===== src/rtl/mult_pkg.sv =====
// Shared constants and types for the approximate-multiplier test datapath
// (controller, multiplier and memory blocks).
package mult_pkg;

    localparam int unsigned NUM_WORDS = 16;
    localparam int unsigned WORD_W    = 16;
    localparam int unsigned ADDR_W    = 4;
    localparam int unsigned PROD_W    = 32;
    localparam int unsigned NUM_PAIRS = NUM_WORDS / 2;
    localparam int unsigned PAIR_W    = ADDR_W - 1;
    localparam int unsigned TIMEOUT   = 255;
    localparam int unsigned WDOG_W    = 8;

    typedef enum logic [2:0] {
        IDLE,
        FETCH_A,
        FETCH_B,
        START_MUL,
        WAIT_MUL,
        WRITE,
        DONE
    } state_t;

    // Input-memory address of one operand of a pair: even word is A, odd word is B.
    function automatic logic [ADDR_W-1:0] pair_addr(input logic [PAIR_W-1:0] idx,
                                                    input logic odd);
        return {idx, odd};
    endfunction

endpackage


===== src/rtl/mult_pair_counter.sv =====
// Pair index for the input sequencer: cleared on run start, advanced after each write,
// with a flag marking the last pair of the memory.
module mult_pair_counter
    import mult_pkg::*;
(
    input  logic              clk,
    input  logic              rst,
    input  logic              clear,
    input  logic              inc,
    output logic [PAIR_W-1:0] count,
    output logic              last_c
);

    always_ff @(posedge clk) begin
        if (rst) begin
            count <= '0;
        end else if (clear) begin
            count <= '0;
        end else if (inc) begin
            count <= PAIR_W'(count + 1'b1);
        end
    end

    assign last_c = (count == PAIR_W'(NUM_PAIRS - 1));

endmodule


===== src/rtl/mult_input_sequencer.sv =====
// Walks the input memory in (A,B) pairs, drives the multiplier handshake and writes each
// product to result memory; a watchdog aborts the run if the multiplier never answers.
module mult_input_sequencer
    import mult_pkg::*;
(
    input  logic              clk,
    input  logic              rst,
    input  logic              start,
    output logic [ADDR_W-1:0] mem_addr,
    input  logic [WORD_W-1:0] mem_word,
    output logic [WORD_W-1:0] op_a,
    output logic [WORD_W-1:0] op_b,
    output logic              mul_start,
    input  logic              mul_done,
    input  logic [PROD_W-1:0] mul_result,
    output logic              wr_en,
    output logic [PAIR_W-1:0] wr_addr,
    output logic [PROD_W-1:0] wr_data,
    output logic              busy,
    output logic              done,
    output logic              error
);

    state_t             state;
    logic [WDOG_W-1:0]  wdog;
    logic [PAIR_W-1:0]  pair_idx;
    logic               pair_last;
    logic               pair_clear;
    logic               pair_inc;

    // The index only moves on an accepted start or between pairs; it never wraps mid-run.
    assign pair_clear = (state == IDLE) && start;
    assign pair_inc   = (state == WRITE) && !pair_last;

    mult_pair_counter u_pair_counter (
        .clk    (clk),
        .rst    (rst),
        .clear  (pair_clear),
        .inc    (pair_inc),
        .count  (pair_idx),
        .last_c (pair_last)
    );

    // Outputs are registered together with the state so each one is valid for the whole
    // cycle of the state it belongs to (mem_addr in particular, since memory reads combinationally).
    always_ff @(posedge clk) begin
        if (rst) begin
            state     <= IDLE;
            wdog      <= '0;
            mem_addr  <= '0;
            op_a      <= '0;
            op_b      <= '0;
            mul_start <= 1'b0;
            wr_en     <= 1'b0;
            wr_addr   <= '0;
            wr_data   <= '0;
            busy      <= 1'b0;
            done      <= 1'b0;
            error     <= 1'b0;
        end else begin
            mul_start <= 1'b0;
            wr_en     <= 1'b0;
            done      <= 1'b0;

            case (state)
                IDLE: begin
                    mem_addr <= '0;
                    if (start) begin
                        state    <= FETCH_A;
                        mem_addr <= pair_addr('0, 1'b0);
                        error    <= 1'b0;
                        busy     <= 1'b1;
                    end
                end

                FETCH_A: begin
                    op_a     <= mem_word;
                    mem_addr <= pair_addr(pair_idx, 1'b1);
                    state    <= FETCH_B;
                end

                FETCH_B: begin
                    op_b      <= mem_word;
                    mul_start <= 1'b1;
                    state     <= START_MUL;
                end

                START_MUL: begin
                    wdog  <= '0;
                    state <= WAIT_MUL;
                end

                // A mul_done already high on the first WAIT cycle is taken immediately.
                WAIT_MUL: begin
                    if (mul_done) begin
                        wr_data <= mul_result;
                        wr_addr <= pair_idx;
                        wr_en   <= 1'b1;
                        state   <= WRITE;
                    end else if (wdog == WDOG_W'(TIMEOUT - 1)) begin
                        error    <= 1'b1;
                        done     <= 1'b1;
                        mem_addr <= '0;
                        state    <= DONE;
                    end else begin
                        wdog <= wdog + 1'b1;
                    end
                end

                WRITE: begin
                    if (pair_last) begin
                        done     <= 1'b1;
                        mem_addr <= '0;
                        state    <= DONE;
                    end else begin
                        mem_addr <= pair_addr(PAIR_W'(pair_idx + 1'b1), 1'b0);
                        state    <= FETCH_A;
                    end
                end

                DONE: begin
                    busy     <= 1'b0;
                    mem_addr <= '0;
                    state    <= IDLE;
                end

                default: begin
                    busy     <= 1'b0;
                    mem_addr <= '0;
                    state    <= IDLE;
                end
            endcase
        end
    end

endmodule


===== config.mk =====
export PLATFORM = sky130hd
export DESIGN_NAME = mult_input_sequencer
export DESIGN_NICKNAME = d
export VERILOG_FILES = /design/src/rtl/mult_pkg.sv /design/src/rtl/mult_pair_counter.sv /design/src/rtl/mult_input_sequencer.sv
export SDC_FILE = /design/constraint.sdc
export NUM_CORES = 1
export LEC_CHECK = 0
export ABC_CLOCK_PERIOD_IN_PS = 1600
export BUFFER_PORTS_ARGS = -buffer_cell sky130_fd_sc_hd__buf_4
export CAP_MARGIN = 0
export CELL_PAD_IN_SITES_DETAIL_PLACEMENT = 1
export CELL_PAD_IN_SITES_GLOBAL_PLACEMENT = 2
export CORE_MARGIN = 2
export CORE_UTILIZATION = 28
export CTS_BUF_LIST = sky130_fd_sc_hd__clkbuf_2 sky130_fd_sc_hd__clkbuf_4 sky130_fd_sc_hd__clkbuf_8
export CTS_CLUSTER_DIAMETER = 120
export CTS_CLUSTER_SIZE = 20
export DETAILED_ROUTE_END_ITERATION = 7
export PLACE_DENSITY_LB_ADDON = 0.1
export SLEW_MARGIN = 20
export SYNTH_ARGS = -nofsm -noshare
export SYNTH_HDL_FRONTEND = slang
export SYNTH_SLANG_ARGS = --single-unit

===== constraint.sdc =====
create_clock -name clk -period 1.6 [get_ports clk]
set_input_delay 0.08 -clock clk [delete_from_list [all_inputs] [get_ports clk]]
set_output_delay 0.08 -clock clk [all_outputs]
set_load 0.01 [all_outputs]

==> results of run 1 <==
==> cell type report <==
type	count	area, sq um
flip-flops and latches	90	1810
repair buffers	202	1700
well taps	172	215
fillers	1498	6980
clock buffers	10	138
inverters	4	15.0
multi-input cells	308	1580
clock inverters	5	78.8
==> stage by stage <==
step           utilization (%)   TNS [ns]  instances  setup WS [ns]
2_1_floorplan                -          0        433          0.172
4_1_cts                   43.6          0        786         0.0117
3_3_place_gp              37.9          0        723         0.0613
3_5_place_dp              37.9    -0.0198        723        -0.0198
5_1_grt                   44.2     -0.185        791        -0.0607
6_report                  44.2  -0.000796        791      -0.000796
==> final timing paths <==
kind	end	slack [ns]
worst min-delay path	wr_data[7]$_SDFFE_PP0P_	0.14
worst max register to register	wdog[4]$_SDFFE_PP0P_	-0.0008
worst min register to register	wr_data[5]$_SDFFE_PP0P_	0.46
worst max-delay path	wdog[4]$_SDFFE_PP0P_	-0.0008
==> logic make-up (layout without fill, tap and decap cells) <==
| family | after synthesis | in the layout |
|---|---|---|
| XOR/XNOR | 2 | 2 |
| flip-flops | 90 | 90 |
| adder cells (fa/ha/maj) | 5 | 5 |
| AND/OR/NAND/NOR | 198 | 198 |
| buffers and inverters | 35 | 221 |
| AO/OA/AOI/OAI | 101 | 101 |
| multiplexers | 2 | 2 |
==> what timing repair did <==
| item | 4_1_cts | 5_1_grt |
|---|---|---|
| gates cloned | 0 | 0 |
| pin swaps | 0 | 6 |
| buffers inserted | 0 | 5 |
| hold endpoints to repair | 64 | 0 |
| gates resized for setup | 2 | 18 |
| endpoints found under the setup margin | 3 | 31 |
| hold buffers | 48 | 0 |
==> sequential cells by signal, summed over array words and instances (netlist names), 3 cells and up <==
register	flops
op_a	16
mem_addr	4
op_b	16
wdog	8
wr_addr	3
u_pair_counter.count	3
state	3
wr_data	32
==> report_power, final <==
group	internal [uW]	switching (uW)	total, uW	leakage [uW]
Combinational	414	389	803	0.00136
Sequential	2330	59.7	2390	0.000731
Clock	912	815	1730	0.000112
Total	3660	1260	4920	0.00220
==> per-layer routing <==
layer / track usage (%) / vias to the layer above / part of all wire, % / wire length (um)
li1: - / 1798 / - / -
met3: 4.79 / 19 / 6.5 / 724
met4: 7.22 / 0 / 1.9 / 213
met2: 26.4 / 95 / 47 / 5240
met1: 20.5 / 1673 / 45 / 5040
met5: 0 / - / 0 / 0
==> placed cells by master (no fill, tap or decap), types with 3 or more instances in the layout <==
cell	instances
dfxtp_2	4
clkbuf_8	10
buf_12	4
a31oi_1	4
dfxtp_1	85
buf_4	147
or3_1	4
buf_6	3
nor2b_1	3
nand2_1	145
or2_2	3
a21oi_2	4
ha_1	3
nor2_1	12
a21oi_1	76
dlygate4sd3_1	48
nand3_1	12
inv_1	4
o21ai_0	3
==> critical path: stages, from the launching register on <==
cell	delay [ns]
dfxtp_4	0.38
nor4b_4	0.35
o21ai_4	0.11
buf_6	0.15
or3_1	0.34
a31oi_1	0.19
==> flow_summary_export.csv, run 1 <==
group,metric,value,unit
yosys,muxShareOfSynthArea,0.561,%
floorplan,initial_core_util,28.5,%
clock_network,cts_made_buffers,9,
timing,max_freq,625,MHz
critical_path,required,1.89,ns
clock_network,cts.sinks,90,
floorplan,dieWidth,117,um
yosys,yosysTopAreaCell,"dfxtp_1",
timing,post-route-worst-setup-slack,-0.000796,ns
worst_hold_path,min_path_cells,2,
clock_network,clk_latency,0.37,ns
critical_path,reg2reg_depth,5,
yosys,synth-simple-area-share,24.8,%
yosys,yosysSeqAreaShare,50.5,%
yosys,ys_ff_latch,90,
routing,wl_per_cell,14.2,um
global_route,overflow,0,
critical_path,critical_path.max_fanout,4,
finish,fin_area,5540,sq um
global_route,grt_pass1_vias,3543,
yosys,ys_warn_count,0,
floorplan,die_h,117,um
yosys,synth_top_cell_area_share,50.5,%
clock_network,clk_pin_slew,0.09,ns
power,p_total,4920,uW
critical_path,start_kind,"register",
placed_design,gp_congestion,0.812,
yosys,yosysMostFrequentCell,"nand2_1",
floorplan,rows,41,
critical_path,critical_path_class,"register to register",
clock_network,cts_root_buffer,"clkbuf_8",
timing,period_share,100,%
routing,drc,0,
critical_path,arrival,1.89,ns
timing,finClkSkew,0.0115,ns
yosys,synth_edf_count,0,
yosys,syn_nets,490,
global_route,antenna_found_initial,0,
yosys,synth_compound_area_share,15.8,%
timing,worst_slew_pin_slew,0.477,ns
routing,vias_per_cell,4.53,
yosys,synth-adder-area-share,1.75,%
status,violations,"negative setup slack",
yosys,async_flop_share,0,%
timing,relSlewSlack,68.2,%
placed_design,dpl.hpwl,7340,um
global_route,grt_max_degree,50,
yosys,synthTopCellsByCount,"nand2_1, dfxtp_1, a21oi_1",
yosys,synth_cell_types,45,
timing,grt_setup_unrepaired,"yes",
yosys,synth.area.top_cells,"dfxtp_1, nand2_1, a21oi_1",
clock_network,cts_buffer_depth,2,
critical_path,crit_start,"state[1]$_SDFFE_PP0P_",
clock_network,htreeDepth,3,
worst_hold_path,hold_path_class,"primary input to register",
floorplan,num_io_pins,128,
status,status,"finished with violations",
yosys,avgSynthCellArea,8.24,sq um
finish,syn2layout_area_growth,55.3,%
clock_network,cts_tree,"done",
yosys,synth_top_family_by_area,"simple AND/OR/NAND/NOR gates",
power,p_per_area,889,nW/um^2
routing,antenna_left,0,
timing,slew_violations,0,
yosys,syn_inst,433,
finish,nNetsFinal,672,
power,p_leak,0.00220,uW
critical_path,end_kind,"register",
worst_hold_path,min_from,"rst",
global_route,grt_pass1_wl,17500,um
finish,antenna_cells,0,
finish,drive_above_1_share,31.2,%
global_route,grt_usage,16.4,%
routing,first_iter_violations,146,
floorplan,fp.coreArea,12500,sq um
critical_path,reg2reg_from,"state[1]$_SDFFE_PP0P_",
timing,setup_viol,1,
power,ir_drop,0.367,mV
timing,fin_crit,1.60,ns
placed_design,placed_area,4750,sq um
yosys,synthXorXnorAreaFrac,0.491,%
routing,dr.pass1.iters,4,
placed_design,io_buffers,127,
routing,vias,3585,
timing,holdWs,0.144,ns
timing,hold_violations,0,
floorplan,die-area,13700,sq um
flow_run,drv_cap,0,
routing,wirelength,11200,um
yosys,synth_area,3570,sq um
yosys,ys.flop_type,"dfxtp_1",
No activity file was read; power rests on OpenSTA's default activity.
==> run 2: changes to the inputs <==
==> constraint.sdc (replaced) <==
create_clock -name clk -period 1.6 [get_ports clk]
set_input_delay 0.32 -clock clk [delete_from_list [all_inputs] [get_ports clk]]
set_output_delay 0.32 -clock clk [all_outputs]
set_load 0.01 [all_outputs]
==> run 2 against run 1 <==
Net effect: hold slack better by 0.055 ns; the flow now finishes without violations; first-iteration DRC count decreased by 1.4%; sequential power barely moved; critical path type unchanged; power shrank 6.8%; sequential share of layout area up 3.4 points; global-route usage is 0.65 points lower; die area did not move.
==> flow_summary_export.csv, run 2 (synthesized netlist as in run 1, its figures left out) <==
group,metric,value,unit
critical_path,path_delay_family,"simple AND/OR/NAND/NOR gates",
placed_design,gp_congestion,0.789,
placed_design,io_buffers,127,
finish,fin_area,5010,sq um
flow_run,drv_cap,0,
power,power_frac_comb,15.8,%
power,p_int,3350,uW
floorplan,die-area,13700,sq um
timing,grt_setup_unrepaired,"yes",
timing,tns,0,ns
power,switching_share,26.9,%
finish,layout_commonest_cell,"buf_4",
critical_path,slowest_delay,0.38,ns
floorplan,dieWidth,117,um
timing,hold_violations,0,
critical_path,start_kind,"register",
clock_network,cts_root_buffer,"clkbuf_8",
routing,antenna_left,0,
status,status,"completed",
routing,vias,3432,
floorplan,die_h,117,um
power,ir_drop,0.436,mV
timing,fin_crit,1.53,ns
clock_network,cts.sinks,90,
routing,vias_per_cell,4.59,
power,p_per_area,916,nW/um^2
finish,syn2layout_area_growth,40.5,%
clock_network,cts_tree,"done",
routing,wl_per_cell,14.4,um
floorplan,num_io_pins,128,
finish,drive_above_1_share,34.1,%
clock_network,clk_latency,0.36,ns
critical_path,end_kind,"register",
worst_hold_path,hold_path_class,"primary input to register",
timing,worst_slew_pin_slew,0.335,ns
power,seq_power_share,52.2,%
finish,top_regs,"wr_data x32, op_a x16, op_b x16",
global_route,grt_pass1_wl,16700,um
timing,max_freq,652,MHz
power,p_switching,1230,uW
finish,final_cell_mix,"buf_4, nand2_1, dfxtp_1",
global_route,grt_pass1_vias,3337,
finish,nNetsFinal,628,
worst_hold_path,min_from,"mul_result[4]",
global_route,overflow,0,
power,p_leak,0.00200,uW
routing,drc,0,
timing,relSlewSlack,77.7,%
power,p_total,4590,uW
global_route,grt_max_degree,37,
critical_path,arrival,1.82,ns
global_route,grt_usage,15.8,%
clock_network,clk_pin_slew,0.09,ns
clock_network,htreeDepth,3,
routing,wirelength,10800,um
finish,post-route-util,40.0,%
timing,finClkSkew,0.00895,ns
clock_network,cts_buffer_depth,2,
routing,first_iter_violations,144,
critical_path,critical_path.max_fanout,12,
timing,slew_violations,0,
critical_path,path_cells,"nor4b_4 -> o21ai_4 -> or3_1 -> a31oi_1",
power,clock_power_share,32.0,%
critical_path,cpMaxStageDelayCell,"dfxtp_2",
timing,setup_viol,0,
finish,antenna_cells,0,
floorplan,initial_core_util,28.5,%
critical_path,reg2reg_from,"state[0]$_SDFFE_PP0P_",
routing,dr.pass1.iters,4,
finish,regMostFlops,"wr_data",
placed_design,dpl.hpwl,7690,um
critical_path,required,1.89,ns
clock_network,cts_made_buffers,9,
critical_path,crit_start,"state[0]$_SDFFE_PP0P_",
critical_path,critical_path_class,"register to register",
floorplan,fp.coreArea,12500,sq um
floorplan,rows,41,
placed_design,placed_area,4770,sq um
global_route,antenna_found_initial,0,
critical_path,crit_buf_inv,0,
finish,fillerInstances,1554,
finish,largest_reg_flops,32,
timing,period_share,95.9,%
==> run 2: worst register-to-register path, stage by stage (launching register included) <==
cell,delay [ns]
dfxtp_2,0.38
nor4b_4,0.37
o21ai_4,0.17
or3_1,0.37
a31oi_1,0.16
==> run 2: power by group through the flow <==
stage / logic [uW] / clock network (uW) / registers, uW
floorplan: 321 / 0 / 2460
global placement: 722 / 0 / 2440
detailed placement: 729 / 0 / 2440
CTS: 734 / 1540 / 2390
global route: 805 / 1610 / 2410
finish: 724 / 1470 / 2390
==> run 2: per-layer routing <==
metal | GRT usage [%] | wire (um) | vias up
met5 | 0 | 0 | -
met4 | 6.35 | 171 | 0
met3 | 4.69 | 789 | 11
met2 | 26.4 | 5160 | 86
met1 | 19.0 | 4660 | 1619
li1 | - | - | 1716
==> run 2: path summary, 6_finish.rpt <==
kind	end	slack [ns]	cells past startpoint
setup / recovery	wdog[6]$_SDFFE_PP0P_	0.07	4
hold / removal	wr_data[4]$_SDFFE_PP0P_	0.20	3
setup reg to reg	wdog[6]$_SDFFE_PP0P_	0.07	4
hold reg to reg	op_b[0]$_SDFFE_PP0P_	0.46	2
==> run 2: what timing repair did <==
| action | in CTS | in global routing |
|---|---|---|
| hold buffers | 0 | 0 |
| setup buffers | 0 | 2 |
| setup endpoints to repair | 8 | 63 |
| resized for setup | 3 | 10 |
| pin swaps | 0 | 4 |
| endpoints found under the hold margin | 0 | 0 |
==> run 2: stage by stage <==
| step | hold WS (ns) | std cells | setup slack, ns |
|---|---|---|---|
| after floorplan | 0.456 | 433 | 0.172 |
| after global placement | 0.442 | 730 | 0.0398 |
| after detailed placement | 0.448 | 730 | -0.0215 |
| after CTS | 0.173 | 745 | 0.00787 |
| after global routing | 0.185 | 747 | -0.0269 |
| final | 0.199 | 747 | 0.0658 |
==> run 2: layout make-up <==
type                       instances  area, sq um  share of cell area [%]
multi-input combinational        308         1570                    31.4
tap                              172          215                    4.30
inverter                           4         15.0                   0.300
timing repair buffer             158         1220                    24.3
sequential                        90         1810                    36.1
clock buffer                      13          166                    3.32
clock inverter                     2         12.5                   0.250
==> run 3: changes to the inputs <==
--- a/config.mk
+++ b/config.mk
@@ -6,4 +6,5 @@
 export NUM_CORES = 1
 export LEC_CHECK = 0
+export ABC_AREA = 1
 export ABC_CLOCK_PERIOD_IN_PS = 1600
 export BUFFER_PORTS_ARGS = -buffer_cell sky130_fd_sc_hd__buf_4
==> constraint.sdc (replaced) <==
create_clock -name clk -period 1.6 [get_ports clk]
set_input_delay 0.08 -clock clk [delete_from_list [all_inputs] [get_ports clk]]
set_output_delay 0.08 -clock clk [all_outputs]
set_load 0.01 [all_outputs]
==> run 3 against run 2 <==
Net effect: clock skew fell by 0.0032 ns; global-route usage rose by 0.40 points; cell area rose by 6.0%; largest power group unchanged; worst setup slack improved by 0.056 ns.
==> flow_summary_export.csv, run 3 <==
group,metric,value,unit
floorplan,fp.coreArea,12100,sq um
critical_path,reg2reg_depth,10,
yosys,ys_ff_latch,90,
power,ir_drop,0.452,mV
yosys,synth_area,3510,sq um
finish,final_cell_mix,"buf_4, dfxtp_1, nor2_1",
placed_design,dp_slack,0.0693,ns
finish,drive_above_1_share,26.4,%
timing,hold_violations,0,
global_route,grt_pass1_vias,3491,
finish,fin_cells,789,
worst_hold_path,min_path_cells,3,
timing,grt_setup_unrepaired,"no",
finish,antenna_cells,0,
yosys,synth_top_cell_area_share,51.3,%
global_route,grt_usage,16.2,%
clock_network,clk_pin_slew,0.09,ns
global_route,antenna_found_initial,0,
finish,largest_reg_flops,32,
timing,finClkSkew,0.00573,ns
timing,fin_crit,1.48,ns
yosys,avgSynthCellArea,7.80,sq um
clock_network,post_cts_buffers,0,
yosys,ys.flop_type,"dfxtp_1",
finish,fin_area,5310,sq um
placed_design,dp_cells,731,
power,p_per_area,894,nW/um^2
floorplan,dieWidth,116,um
critical_path,arrival,1.73,ns
clock_network,cts_made_buffers,9,
clock_network,cts.sinks,90,
yosys,synth_cell_types,29,
yosys,synth.area.top_cells,"dfxtp_1, o21ai_0, nor2_1",
timing,tns,0,ns
floorplan,num_io_pins,128,
routing,vias_per_cell,4.42,
floorplan,die-area,13500,sq um
critical_path,critical_path.max_fanout,8,
routing,vias,3490,
flow_run,drv_cap,0,
clock_network,htreeDepth,3,
placed_design,io_buffers,127,
placed_design,gp_congestion,0.811,
finish,regMostFlops,"wr_data",
routing,first_iter_violations,123,
timing,slew_violations,0,
critical_path,start_kind,"register",
timing,worst_slew_pin_slew,0.267,ns
yosys,syn_inst,450,
routing,drc,0,
power,p_leak,0.00240,uW
yosys,synth_edf_count,0,
yosys,yosysTopAreaCell,"dfxtp_1",
timing,post-route-worst-setup-slack,0.122,ns
routing,wirelength,10700,um
finish,nNetsFinal,675,
clock_network,clk_latency,0.36,ns
yosys,ys_warn_count,0,
routing,dr.pass1.iters,4,
status,status,"completed",
clock_network,cts_tree,"done",
routing,wl_per_cell,13.5,um
floorplan,rows,40,
finish,layout_commonest_cell,"buf_4",
critical_path,end_kind,"register",
floorplan,initial_core_util,29.0,%
timing,period_share,92.4,%
placed_design,dpl.hpwl,7320,um
floorplan,die_h,116,um
global_route,grt_pass1_wl,17000,um
timing,relSlewSlack,82.2,%
finish,fillerInstances,1513,
placed_design,placed_area,4690,sq um
finish,multiInputGateArea,1380,sq um
yosys,syn_nets,507,
worst_hold_path,hold_path_class,"primary input to register",
critical_path,critical_path_class,"register to register",
yosys,synthTopCellsByCount,"dfxtp_1, nor2_1, o21ai_0",
finish,top_regs,"wr_data x32, op_a x16, op_b x16",
critical_path,required,1.85,ns
yosys,yosysMostFrequentCell,"dfxtp_1",
yosys,yosysSeqAreaShare,51.3,%
clock_network,cts_root_buffer,"clkbuf_8",
timing,setup_viol,0,
clock_network,cts_buffer_depth,2,
global_route,overflow,0,
finish,syn2layout_area_growth,51.2,%
finish,regArea,1800,sq um
routing,antenna_left,0,
global_route,grt_max_degree,64,
timing,max_freq,677,MHz
yosys,async_flop_share,0,%
-- run 3: cell count changes in the layout (fill, tap and decap cells not counted), moves of 4 or more --
cell           previous run  this run
a21oi_1                  76        50
buf_4                   154       131
dfxtp_1                  84        89
dfxtp_2                   6         1
dlygate4sd3_1             0        44
inv_1                     4        52
nand2_1                 144        30
nand3_1                  12        16
nor2_1                   12        87
nor2b_1                   4         0
o21ai_0                   4        71
or3_1                     4         0
-- run 3: what timing repair did --
action                                  in CTS  in global routing
resized for setup                            0                  1
hold buffers                                44                  0
hold endpoints to repair                    48                  0
endpoints found under the setup margin       0                  3
-- run 3: final cells by class --
class                           count  area share [%]
Sequential cell                    90            34.0
Timing Repair Buffer              180            28.7
Multi-Input combinational cell    282            26.0
Inverter                           55            3.98
Tap cell                          168            3.96
Clock buffer                       11            2.62
Clock inverter                      3           0.801
-- run 3: critical path, stage by stage (launching register included) --
cell,delay (ns)
dfxtp_2,0.36
inv_1,0.07
ha_1,0.19
nand2_1,0.06
nor2_1,0.04
nand2_1,0.11
nand2_2,0.09
nand2_4,0.11
nand2_4,0.09
o21ai_0,0.18
inv_1,0.06
-- run 3: final timing paths --
path              slack, ns                   end            startpoint
hold / removal         0.03  op_a[2]$_SDFFE_PP0N_           mem_word[2]
hold reg to reg        0.45  op_b[1]$_SDFFE_PP0P_  op_b[1]$_SDFFE_PP0P_
setup / recovery       0.12  wdog[0]$_SDFFE_PP0P_  wdog[0]$_SDFFE_PP0P_
setup reg to reg       0.12  wdog[0]$_SDFFE_PP0P_  wdog[0]$_SDFFE_PP0P_
-- run 3: stage by stage --
step	util, %	power [uW]	hold slack [ns]
after floorplan	-	2810	0.215
after global placement	38.7	3180	0.302
after detailed placement	38.7	3200	0.310
after CTS	43.8	4840	0.000806
after global routing	43.8	5000	0.0266
final	43.8	4750	0.0258
-- run 3: kinds of logic (layout without fill, tap and decap cells) --
| logic type | after synthesis | count (layout) | share of synthesized area [%] |
|---|---|---|---|
| and+or+nand+nor | 148 | 148 | 18.7 |
| AOI/OAI and AO/OA | 129 | 129 | 18.8 |
| DFF | 90 | 90 | 51.3 |
| buffers and inverters | 78 | 249 | 9.41 |
| adders and majority gates | 5 | 5 | 1.78 |
-- run 3: where the power goes --
group / internal, uW / switching, uW
Combinational: 408 / 375
Sequential: 2360 / 76.3
Clock: 739 / 786
Total: 3510 / 1240
-- run 3: layer usage --
layer  part of all wire [%]  wire length, um  up-vias  GRT usage [%]
li1                       -                -     1782              -
met1                     47             5000     1595           20.5
met2                     45             4830       98           26.0
met3                    6.0              645       15           4.24
met4                    1.9              201        0           6.83
met5                      0                0        -              0
